$ cat config.mk
export PLATFORM = sky130hd
export DESIGN_NAME = yutorina_spr_arb_flat
export DESIGN_NICKNAME = d
export VERILOG_FILES = /design/src/rtl/yutorina_spr_arb_if.sv /design/src/rtl/yutorina_spr_arb.sv /design/src/flat_wrapper.sv
export SDC_FILE = /design/constraint.sdc
export NUM_CORES = 1
export LEC_CHECK = 0
export CAP_MARGIN = 20
export CORE_MARGIN = 4
export CORE_UTILIZATION = 25
export DETAILED_ROUTE_END_ITERATION = 10
export DONT_BUFFER_PORTS = 1
export PLACE_DENSITY = 0.48
export SLEW_MARGIN = 0
export SYNTH_ARGS = -nofsm -noshare
export SYNTH_HDL_FRONTEND = slang
export SYNTH_SLANG_ARGS = --single-unit
$ cat constraint.sdc
create_clock -name clk -period 3.2 [get_ports clk]
set_input_delay 0.64 -clock clk [delete_from_list [all_inputs] [get_ports clk]]
set_output_delay 0.64 -clock clk [all_outputs]
set_load 0.1 [all_outputs]
$ cat src/rtl/yutorina_spr_arb_if.sv
// rtl/yutorina_spr_arb_if.sv - requester, SPR port and response bundle for the SPR arbiter
interface yutorina_spr_arb_if #(
  parameter int NREQ   = 3,
  parameter int ID_W   = 2,
  parameter int ADDR_W = 5,
  parameter int DATA_W = 32
);
  logic [NREQ-1:0]        req_valid;
  logic [NREQ-1:0]        req_we;
  logic [NREQ-1:0]        req_lock;
  logic [NREQ*ADDR_W-1:0] req_addr;
  logic [NREQ*DATA_W-1:0] req_wdata;
  logic [NREQ-1:0]        req_ready;
  logic [ADDR_W-1:0]      spr_r_addr;
  logic [ADDR_W-1:0]      spr_w_addr;
  logic [DATA_W-1:0]      spr_w_data;
  logic                   spr_we_;
  logic [DATA_W-1:0]      spr_r_data;
  logic                   rsp_valid;
  logic [ID_W-1:0]        rsp_id;
  logic                   rsp_we;
  logic [DATA_W-1:0]      rsp_rdata;
  logic                   lock_err;

  modport master (
    output req_valid, req_we, req_lock, req_addr, req_wdata, spr_r_data,
    input  req_ready, spr_r_addr, spr_w_addr, spr_w_data, spr_we_,
    input  rsp_valid, rsp_id, rsp_we, rsp_rdata, lock_err
  );

  modport slave (
    input  req_valid, req_we, req_lock, req_addr, req_wdata, spr_r_data,
    output req_ready, spr_r_addr, spr_w_addr, spr_w_data, spr_we_,
    output rsp_valid, rsp_id, rsp_we, rsp_rdata, lock_err
  );
endinterface

$ cat src/rtl/yutorina_spr_arb.sv
// rtl/yutorina_spr_arb.sv - round-robin arbiter with RMW lock for a single-ported SPR file
// Accept at t, drive the SPR port at t+1, registered response at t+2.
module yutorina_spr_arb #(
  parameter int NREQ    = 3,
  parameter int ID_W    = 2,
  parameter int ADDR_W  = 5,
  parameter int DATA_W  = 32,
  parameter int LOCK_TO = 15
) (
  input logic               clk,
  input logic               rst,
  yutorina_spr_arb_if.slave bus
);

  logic [ID_W-1:0]   r_rr_ptr;
  logic              r_lock_act;
  logic [ID_W-1:0]   r_lock_id;
  logic [7:0]        r_lock_cnt;
  logic              r_lock_err;

  logic              r_iss_v;
  logic [ID_W-1:0]   r_iss_id;
  logic              r_iss_we;
  logic [ADDR_W-1:0] r_iss_addr;
  logic [DATA_W-1:0] r_iss_wdata;

  logic              r_rsp_valid;
  logic [ID_W-1:0]   r_rsp_id;
  logic              r_rsp_we;
  logic [DATA_W-1:0] r_rsp_rdata;

  logic [NREQ-1:0]   w_elig;
  logic              w_any;
  logic [ID_W-1:0]   w_win;
  logic [ID_W:0]     w_sum;
  logic [ID_W-1:0]   w_cand;
  logic [ID_W-1:0]   w_next;
  logic [ADDR_W-1:0] w_win_addr;
  logic [DATA_W-1:0] w_win_wdata;
  logic              w_own_v;

  // A held lock narrows eligibility to the owner; the search starts at r_rr_ptr.
  always_comb begin
    w_elig = r_lock_act ? (bus.req_valid & (NREQ'(1) << r_lock_id)) : bus.req_valid;
    w_any  = 1'b0;
    w_win  = '0;
    w_sum  = '0;
    w_cand = '0;
    for (int k = 0; k < NREQ; k++) begin
      w_sum = {1'b0, r_rr_ptr} + (ID_W+1)'(k);
      if (w_sum >= (ID_W+1)'(NREQ)) w_sum = w_sum - (ID_W+1)'(NREQ);
      w_cand = w_sum[ID_W-1:0];
      if (!w_any && w_elig[w_cand]) begin
        w_any = 1'b1;
        w_win = w_cand;
      end
    end
  end

  assign w_next      = (w_win == ID_W'(NREQ-1)) ? '0 : w_win + 1'b1;
  assign w_win_addr  = bus.req_addr[w_win*ADDR_W +: ADDR_W];
  assign w_win_wdata = bus.req_wdata[w_win*DATA_W +: DATA_W];
  assign w_own_v     = bus.req_valid[r_lock_id];

  assign bus.req_ready  = w_any ? (NREQ'(1) << w_win) : '0;
  assign bus.spr_r_addr = r_iss_addr;
  assign bus.spr_w_addr = r_iss_addr;
  assign bus.spr_w_data = r_iss_wdata;
  // The reset cycle must never commit a write even though the issue stage is still full.
  assign bus.spr_we_    = ~(r_iss_v & r_iss_we & ~rst);
  assign bus.rsp_valid  = r_rsp_valid;
  assign bus.rsp_id     = r_rsp_id;
  assign bus.rsp_we     = r_rsp_we;
  assign bus.rsp_rdata  = r_rsp_rdata;
  assign bus.lock_err   = r_lock_err;

  always_ff @(posedge clk) begin
    if (rst) begin
      r_rr_ptr    <= '0;
      r_lock_act  <= 1'b0;
      r_lock_id   <= '0;
      r_lock_cnt  <= '0;
      r_lock_err  <= 1'b0;
      r_iss_v     <= 1'b0;
      r_iss_id    <= '0;
      r_iss_we    <= 1'b0;
      r_iss_addr  <= '0;
      r_iss_wdata <= '0;
      r_rsp_valid <= 1'b0;
      r_rsp_id    <= '0;
      r_rsp_we    <= 1'b0;
      r_rsp_rdata <= '0;
    end else begin
      r_lock_err <= 1'b0;
      // Timeout and owner acceptance are exclusive: an idle owner cannot be granted.
      if (r_lock_act && !w_own_v) begin
        if (r_lock_cnt == 8'(LOCK_TO-1)) begin
          r_lock_act <= 1'b0;
          r_lock_cnt <= '0;
          r_lock_err <= 1'b1;
        end else begin
          r_lock_cnt <= r_lock_cnt + 8'd1;
        end
      end else begin
        r_lock_cnt <= '0;
      end

      r_iss_v <= w_any;
      if (w_any) begin
        r_iss_id    <= w_win;
        r_iss_we    <= bus.req_we[w_win];
        r_iss_addr  <= w_win_addr;
        r_iss_wdata <= w_win_wdata;
        r_rr_ptr    <= w_next;
        if (bus.req_lock[w_win]) begin
          r_lock_act <= 1'b1;
          r_lock_id  <= w_win;
        end else if (w_win == r_lock_id) begin
          r_lock_act <= 1'b0;
        end
      end

      r_rsp_valid <= r_iss_v;
      if (r_iss_v) begin
        r_rsp_id    <= r_iss_id;
        r_rsp_we    <= r_iss_we;
        r_rsp_rdata <= r_iss_we ? '0 : bus.spr_r_data;
      end
    end
  end

endmodule

$ cat src/flat_wrapper.sv
// flat-port wrapper written by rule: the top's interface ports become plain ports
module yutorina_spr_arb_flat 
#(
  parameter int NREQ    = 3,
  parameter int ID_W    = 2,
  parameter int ADDR_W  = 5,
  parameter int DATA_W  = 32,
  parameter int LOCK_TO = 15
)
  (clk, rst, bus_req_valid, bus_req_we, bus_req_lock, bus_req_addr, bus_req_wdata, bus_spr_r_data, bus_req_ready, bus_spr_r_addr, bus_spr_w_addr, bus_spr_w_data, bus_spr_we_, bus_rsp_valid, bus_rsp_id, bus_rsp_we, bus_rsp_rdata, bus_lock_err);
  yutorina_spr_arb_if #(.NREQ(NREQ), .ID_W(ID_W), .ADDR_W(ADDR_W), .DATA_W(DATA_W)) bus_i ();
  input logic clk;
  input logic rst;
  input wire logic [$bits(bus_i.req_valid)-1:0] bus_req_valid;
  input wire logic [$bits(bus_i.req_we)-1:0] bus_req_we;
  input wire logic [$bits(bus_i.req_lock)-1:0] bus_req_lock;
  input wire logic [$bits(bus_i.req_addr)-1:0] bus_req_addr;
  input wire logic [$bits(bus_i.req_wdata)-1:0] bus_req_wdata;
  input wire logic [$bits(bus_i.spr_r_data)-1:0] bus_spr_r_data;
  output wire logic [$bits(bus_i.req_ready)-1:0] bus_req_ready;
  output wire logic [$bits(bus_i.spr_r_addr)-1:0] bus_spr_r_addr;
  output wire logic [$bits(bus_i.spr_w_addr)-1:0] bus_spr_w_addr;
  output wire logic [$bits(bus_i.spr_w_data)-1:0] bus_spr_w_data;
  output wire logic [$bits(bus_i.spr_we_)-1:0] bus_spr_we_;
  output wire logic [$bits(bus_i.rsp_valid)-1:0] bus_rsp_valid;
  output wire logic [$bits(bus_i.rsp_id)-1:0] bus_rsp_id;
  output wire logic [$bits(bus_i.rsp_we)-1:0] bus_rsp_we;
  output wire logic [$bits(bus_i.rsp_rdata)-1:0] bus_rsp_rdata;
  output wire logic [$bits(bus_i.lock_err)-1:0] bus_lock_err;
  assign bus_i.req_valid = bus_req_valid;
  assign bus_i.req_we = bus_req_we;
  assign bus_i.req_lock = bus_req_lock;
  assign bus_i.req_addr = bus_req_addr;
  assign bus_i.req_wdata = bus_req_wdata;
  assign bus_i.spr_r_data = bus_spr_r_data;
  assign bus_req_ready = bus_i.req_ready;
  assign bus_spr_r_addr = bus_i.spr_r_addr;
  assign bus_spr_w_addr = bus_i.spr_w_addr;
  assign bus_spr_w_data = bus_i.spr_w_data;
  assign bus_spr_we_ = bus_i.spr_we_;
  assign bus_rsp_valid = bus_i.rsp_valid;
  assign bus_rsp_id = bus_i.rsp_id;
  assign bus_rsp_we = bus_i.rsp_we;
  assign bus_rsp_rdata = bus_i.rsp_rdata;
  assign bus_lock_err = bus_i.lock_err;
  yutorina_spr_arb #(.NREQ(NREQ), .ID_W(ID_W), .ADDR_W(ADDR_W), .DATA_W(DATA_W), .LOCK_TO(LOCK_TO)) u_core (.clk(clk), .rst(rst), .bus(bus_i));
endmodule
; Yosys cells after proc, flatten, opt, wreduce, memory -nomap -nowiden
; Index checks and enable logic that the tools add are counted.
[totals]
elab_cells = 83
inputBits = 154
reg_bits = 91
output_inout_bits = 83
[op_classes]
n_mux = 31
order_cmp = 8
n_shift = 4
addsub = 7
bitwise = 6
n_eq_ne = 3
mul = 1
reduce_logical = 9
[ops]
columns = cell, n
row1 = 96-bit by 8-bit variable part select with 32-bit output, 1
row2 = 32-bit 2-to-1 mux, 1
row3 = 2-bit by 3-bit < comparator with 1-bit output (second input constant), 5
row4 = 1-bit 2-to-1 mux, 15
row5 = 15-bit by 6-bit variable part select with 5-bit output, 1
row6 = 2-bit 2-to-1 mux, 7
row7 = 1-bit binary-select mux with 2-bit select, 6
row8 = 8-bit by 1-bit adder with 8-bit output (second input constant), 1
row9 = 8-bit by 4-bit equality test with 1-bit output (second input constant), 1
row10 = 3-bit by 2-bit >= comparator with 1-bit output (second input constant), 2
row11 = 3-bit 2-to-1 mux, 2
row12 = 1-bit by 2-bit << shifter with 3-bit output (first input constant), 2
row13 = 2-bit subtractor (second input constant), 3
row14 = 2-bit by 3-bit multiplier with 5-bit output (second input constant), 1
row15 = 2-bit by 1-bit adder with 3-bit output (second input constant), 1
row16 = 2-bit by 2-bit adder with 3-bit output (second input constant), 1
row17 = 3-bit AND, 1
row18 = 1-bit logical AND, 3
row19 = 1-bit logical NOT, 3
row20 = 1-bit NOT, 3
row21 = 3-bit OR reduction, 1
row22 = 2-bit by 1-bit adder with 2-bit output (second input constant), 1
row23 = 1-bit AND, 2
row24 = 2-bit equality test, 1
row25 = 4 further kinds, 4

; Longest topological paths before layout
; Gate-level depths: netlist (run 1).
[depth]
word_depth = 16
ltp_mapped = 11
mapped_depth_nobuf = 9

; Worst setup path after synthesis (run 1)
; No wires, ideal clock.
[synth_path]
kind = flip-flop to output port
start = reg u_core.r_rr_ptr[0]
end = out bus_req_ready[0]
arrival_ps = 3096
slack_ps = -536
required_ps = 2560
path_stages_with_launch = 9
cell_sequence = dfxtp_1 > inv_1 > ha_1 > a21boi_1 > o2111ai_4 > inv_4 > buf_2 > buf_2 > nor2_1
[synth_between]
elab_chain_cells = 13
[synth_rtl]
columns = element, line
row1 = from (decl), yutorina_spr_arb.sv:15  ; logic [ID_W-1:0] r_rr_ptr;
row2 = from (signal assigned), yutorina_spr_arb.sv:114  ; r_rr_ptr <= w_next;
row3 = "parallel branches: the longest is 12 deep, another holds 2-bit by 1-bit adder with 3-bit output", n/a
row4 = 3-bit 2-to-1 mux *, yutorina_spr_arb.sv:65  ; assign bus.req_ready = w_any ? (NREQ'(1) << w_win) : '0;
row5 = to (decl), flat_wrapper.sv:20  ; output wire logic [$bits(bus_i.req_ready)-1:0] bus_req_ready;
; Mark *: on every way between the ends. The select of a mux whose other input is x is not followed.

; Worst setup path after layout (run 1)
[layout_path]
start = reg u_core.r_rr_ptr[0]
end = out bus_req_ready[1]
; The elaborated chain is that of the path after synthesis.

==> metrics.cfg, run 1 <==
[logic_synthesis]
synthArstFlopShare=0
synth-edff-count=0
ys_types=47
ys_top_cells_by_area=dfxtp_1, a21oi_1, a222oi_1
synth_area_per_cell_um2=9.04
synthesis.nets=622
synth_ff_type=dfxtp_1
synthDominantCellAreaShare=0.434
yosysTopAreaCell=dfxtp_1
ys_warn_count=0
postSynthCellCount=464
synth_area_um2=4200
ys_seq_area_frac=0.434
ys_ff_latch=91

[clocking]
insertion_delay_ns=0.34
htreeDepth=3
cts_made_buffers=9
ctsHoldBuffers=0
clockBufferDepth=2
ctsResizeCount=0
post_cts_buffers=0
cts_tree=built
clk_pin_slew_ns=0.07
clockRootBuffer=clkbuf_16
clock_sinks=91

[route]
drt_iter0_drc=289
drc_errors=0
routed_wl_um=12500
vias=3441
dr.pass1.iters=6
postRouteAntennaNets=0
viasPerCell=5.17
wl_per_cell_um=18.8

[sta]
drv_slew=0
skew_ns=0.0118
timing.final.crit_share=0.911
relSlewSlack=0.293
final_hold_viol_count=0
setup_viol_count_final=0
tns_ns=0
holdWs_ns=0.387
fin_crit_ns=2.92
worst_slew_pin_slew_ns=1.06
max_freq_mhz=343
grt_setup_unrepaired=false

[setup_path]
worstPathRequired_ns=2.56
cp.arrival_ns=2.28
cp_max_fo=35
crit_type=register to output pin
start_kind=register
endpoint_kind=output pin

[finish]
areaGrowthSynthToFinish_pct=12.8
nNetsFinal=599
final_common_cell=dfxtp_1
finalNonFillerCells=666
nFillCells=1732
drive_above_1_share=0.135
antenna_cells=0
mostFrequentLayoutCells=dfxtp_1, a21oi_1, nor2_1, nor2b_1, a222oi_1
fin_area_um2=4730

[placement]
dpl_cell_area_um2=4430
portBuffers=0
placedCellCount=650
gp_congestion=0.806
hpwlAfterDp_um=9190

[grt]
grt_max_degree=84
grt_first_pass_wirelength_um=17700
antenna_found_initial=0
overflow=0
grt_pass1_vias=3312
grt.total_usage=0.122

[run_status]
status=complete, no violations

[worst_hold_path]
hold_class=input port to register

[floorplanning]
die_y_um=138
coreArea_um2=16500
start_util=0.254
die_w_um=138
ios=237
rows=47
die_area_um2=18900

[flow_run]
maxCapViolCount=0

## sequential cells by signal, indices dropped and copies added (netlist names)
register,count
u_core.r_iss_v,1
u_core.r_lock_act,1
u_core.bus.lock_err,1
u_core.r_lock_cnt,8
u_core.bus.rsp_we,1
u_core.bus.spr_r_addr,5
u_core.r_iss_id,2
u_core.bus.rsp_rdata,32
u_core.bus.rsp_valid,1
u_core.bus.spr_w_data,32
u_core.r_rr_ptr,2
u_core.bus.rsp_id,2
u_core.r_iss_we,1
u_core.r_lock_id,2
## critical path, stage by stage, from the launching register on
cell	delay [ns]
dfxtp_1	0.35
inv_1	0.05
ha_1	0.39
nand3_1	0.22
o211ai_1	0.19
nor4_4	0.25
buf_12	0.25
buf_16	0.20
## path summary, 6_finish.rpt
kind / slack [ns] / from / end / cells past startpoint
worst min-delay path: 0.39 / rst / u_core.bus.rsp_rdata[26] / 1
worst min register to register: 0.48 / u_core.r_lock_cnt[0] / u_core.r_lock_cnt[0] / 1
worst max-delay path: 0.28 / u_core.r_rr_ptr[0] / bus_req_ready[1] / 7
worst max register to register: 0.58 / u_core.r_rr_ptr[0] / u_core.bus.spr_w_data[13] / 9
## per-stage QoR
stage / utilization / worst slack [ns]
after floorplan: - / 0.228
after global placement: 0.268 / 0.682
after detailed placement: 0.268 / 0.583
after CTS: 0.286 / 0.259
after global routing: 0.286 / 0.103
final: 0.286 / 0.283
## metal layers
metal	vias to the layer above	global-route usage	share of wire
li1	1617	-	-
met1	1640	0.145	0.41
met2	173	0.190	0.47
met3	11	0.0551	0.11
met4	0	0.0527	0.013
met5	-	0	0
## logic make-up after synthesis
| logic type | Yosys count | share of synthesized area |
|---|---|---|
| compound gates | 120 | 0.200 |
| mux | 31 | 0.0850 |
| flops | 91 | 0.434 |
| fa+ha+maj | 4 | 0.0119 |
| buf+inv | 54 | 0.0626 |
| xor+xnor | 7 | 0.0146 |
| simple gates | 157 | 0.191 |
## Yosys cell counts (3+ instances only)
master and instances:
nor2b_1 36, nand2_1 12, nand3b_1 8, or3_1 4, mux2_4 6, xor2_1 5
ha_1 4, buf_4 7, nor2_1 63, a21oi_1 63, a222oi_1 31, clkbuf_1 23
o21ai_1 8, inv_1 7, o21ai_0 3, dfxtp_1 91, mux2_2 12, mux2i_1 12
buf_2 13, nand3_1 22
## layout make-up
| class | instances | area [um^2] | area share |
|---|---|---|---|
| Clock inverter | 5 | 60.1 | 0.0127 |
| Clock buffer | 11 | 243 | 0.0513 |
| Tap cell | 220 | 275 | 0.0582 |
| Multi-Input combinational cell | 319 | 2130 | 0.451 |
| Timing Repair Buffer | 12 | 160 | 0.0338 |
| Sequential cell | 91 | 1830 | 0.386 |
| Inverter | 8 | 32.5 | 0.00687 |
Power of run 1 is left out: the tool's default activity adds up to more than one toggle a clock period on the data nets, which glitch-free logic cannot reach.
==> run 2, diff against run 1 <==
- CORE_MARGIN: 4 -> not set
==> metrics.cfg, run 2 (synthesized netlist as in run 1, its figures left out) <==
[run_status]
status=complete, no violations

[sta]
timing.final.crit_share=0.904  ; -0.00751
tns_ns=0  ; unchanged
grt_setup_unrepaired=false
skew_ns=0.00770  ; -0.00409 ns
drv_slew=0  ; unchanged
final_hold_viol_count=0  ; unchanged
worst_slew_pin_slew_ns=1.08  ; +0.0243 ns
max_freq_mhz=346  ; +0.83%
relSlewSlack=0.277  ; -0.0162
setup_viol_count_final=0  ; unchanged
fin_crit_ns=2.89  ; -0.0240 ns

[clocking]
post_cts_buffers=0  ; unchanged
ctsHoldBuffers=0  ; unchanged
clk_pin_slew_ns=0.06  ; about the same
ctsResizeCount=0  ; unchanged
insertion_delay_ns=0.35  ; about the same
clock_sinks=91  ; unchanged
clockBufferDepth=2  ; unchanged
cts_tree=built
htreeDepth=3  ; unchanged
cts_made_buffers=9  ; unchanged
clockRootBuffer=clkbuf_16

[route]
wl_per_cell_um=17.4  ; -7.4%
routed_wl_um=11600  ; -7.0%
viasPerCell=5.10  ; -1.3%
vias=3410  ; -0.90%
postRouteAntennaNets=0  ; unchanged
drt_iter0_drc=325  ; +12%
dr.pass1.iters=7  ; +1
drc_errors=0  ; unchanged

[grt]
grt_max_degree=84  ; unchanged
grt_first_pass_wirelength_um=18000  ; +1.6%
antenna_found_initial=0  ; unchanged
overflow=0  ; unchanged
grt.total_usage=0.134  ; +0.0118
grt_pass1_vias=3379  ; +2.0%

[finish]
mostFrequentLayoutCells=dfxtp_1, a21oi_1, nor2_1, nor2b_1, a222oi_1
nFillCells=1757  ; +1.4%
antenna_cells=0  ; unchanged
nNetsFinal=602  ; +0.50%
drive_above_1_share=0.143  ; +0.00801
final_common_cell=dfxtp_1
fin_util=0.288  ; +0.00171
areaGrowthSynthToFinish_pct=13.0
finalNonFillerCells=669  ; +0.45%

[floorplanning]
die_w_um=132  ; -4.4%
rows=47  ; unchanged
start_util=0.255  ; +0.000907
die_y_um=132  ; -4.4%
ios=237  ; unchanged
die_area_um2=17300  ; -8.5%
coreArea_um2=16500  ; -0.36%

[placement]
gp_congestion=0.792  ; -1.8%
hpwlAfterDp_um=8190  ; -11%
placedCellCount=653  ; +0.46%
portBuffers=0  ; unchanged

[setup_path]
r2r_start=u_core.r_rr_ptr[0]
endpoint_kind=output pin
cp.arrival_ns=2.25  ; -0.03 ns
timing.reg2reg.worst_path_depth=9  ; unchanged
reg2reg_slack_ns=0.59  ; about the same
crit_type=register to output pin
cp_max_fo=31  ; -11%
start_kind=register
reg2reg_to=u_core.bus.spr_w_data[4]
worstPathRequired_ns=2.56  ; about the same

[worst_hold_path]
min_to=u_core.bus.rsp_rdata[26]
whs_path_depth=1  ; unchanged
min-delay-start=rst
hold_class=input port to register

[flow_run]
maxCapViolCount=0  ; unchanged

==> run 2: changes by cell type in the layout (fill, tap and decap cells not counted) <==
cell	change
buf_12	-1
buf_4	+4
clkbuf_1	-1
clkinv_2	+1
clkinv_4	+1
inv_6	-1
==> run 2: worst max-delay path, stage by stage (launching register included) <==
cell and delay (ns):
dfxtp_1 0.35, inv_1 0.05, ha_1 0.38, nand3_1 0.21, o211ai_1 0.17, nor4_4 0.26
buf_12 0.25, buf_16 0.20
==> run 2: metrics by stage <==
| stage | instance area [um^2] | setup slack (ns) | hold WS [ns] |
|---|---|---|---|
| global route | 4740 | 0.144 | 0.349 |
| finish | 4740 | 0.307 | 0.374 |
| global placement | 4440 | 0.668 | 0.462 |
| CTS | 4740 | 0.281 | 0.344 |
| floorplan | 4200 | 0.228 | 0.441 |
| detailed placement | 4440 | 0.584 | 0.469 |
==> run 2: how the worst max path moves through the flow <==
stage | startpoint | endpoint | slack [ns] | cells after the start
6_report | u_core.r_rr_ptr[0] | bus_req_ready[1] | 0.31 | 7
5_1_grt | u_core.r_rr_ptr[0] | bus_req_ready[2] | 0.14 | 6
4_1_cts | u_core.r_rr_ptr[0] | bus_req_ready[2] | 0.28 | 6
3_5_place_dp | u_core.r_rr_ptr[0] | u_core.bus.spr_w_data[8] | 0.58 | 9
3_3_place_gp | u_core.r_rr_ptr[0] | u_core.bus.spr_w_data[8] | 0.67 | 9
2_1_floorplan | u_core.r_rr_ptr[0] | bus_req_ready[0] | 0.23 | 8
==> run 2: layout make-up <==
class                      instances  area [um^2]  share of cell area
multi-input combinational        319         2130               0.450
clock inverter                     6         65.1              0.0137
clock buffer                      10          239              0.0504
sequential                        91         1830               0.385
timing repair buffer              15          170              0.0359
inverter                           8         32.5             0.00686
tap                              220          275              0.0580
==> run 2: per-layer routing <==
metal	track usage	vias up	share of wire	wire length [um]
met2	0.216	186	0.47	5480
li1	-	1625	-	-
met4	0.0536	0	0.014	167
met1	0.158	1586	0.42	4860
met3	0.0536	13	0.095	1110
met5	0	-	0	0
Power of run 2 is left out for the same reason.
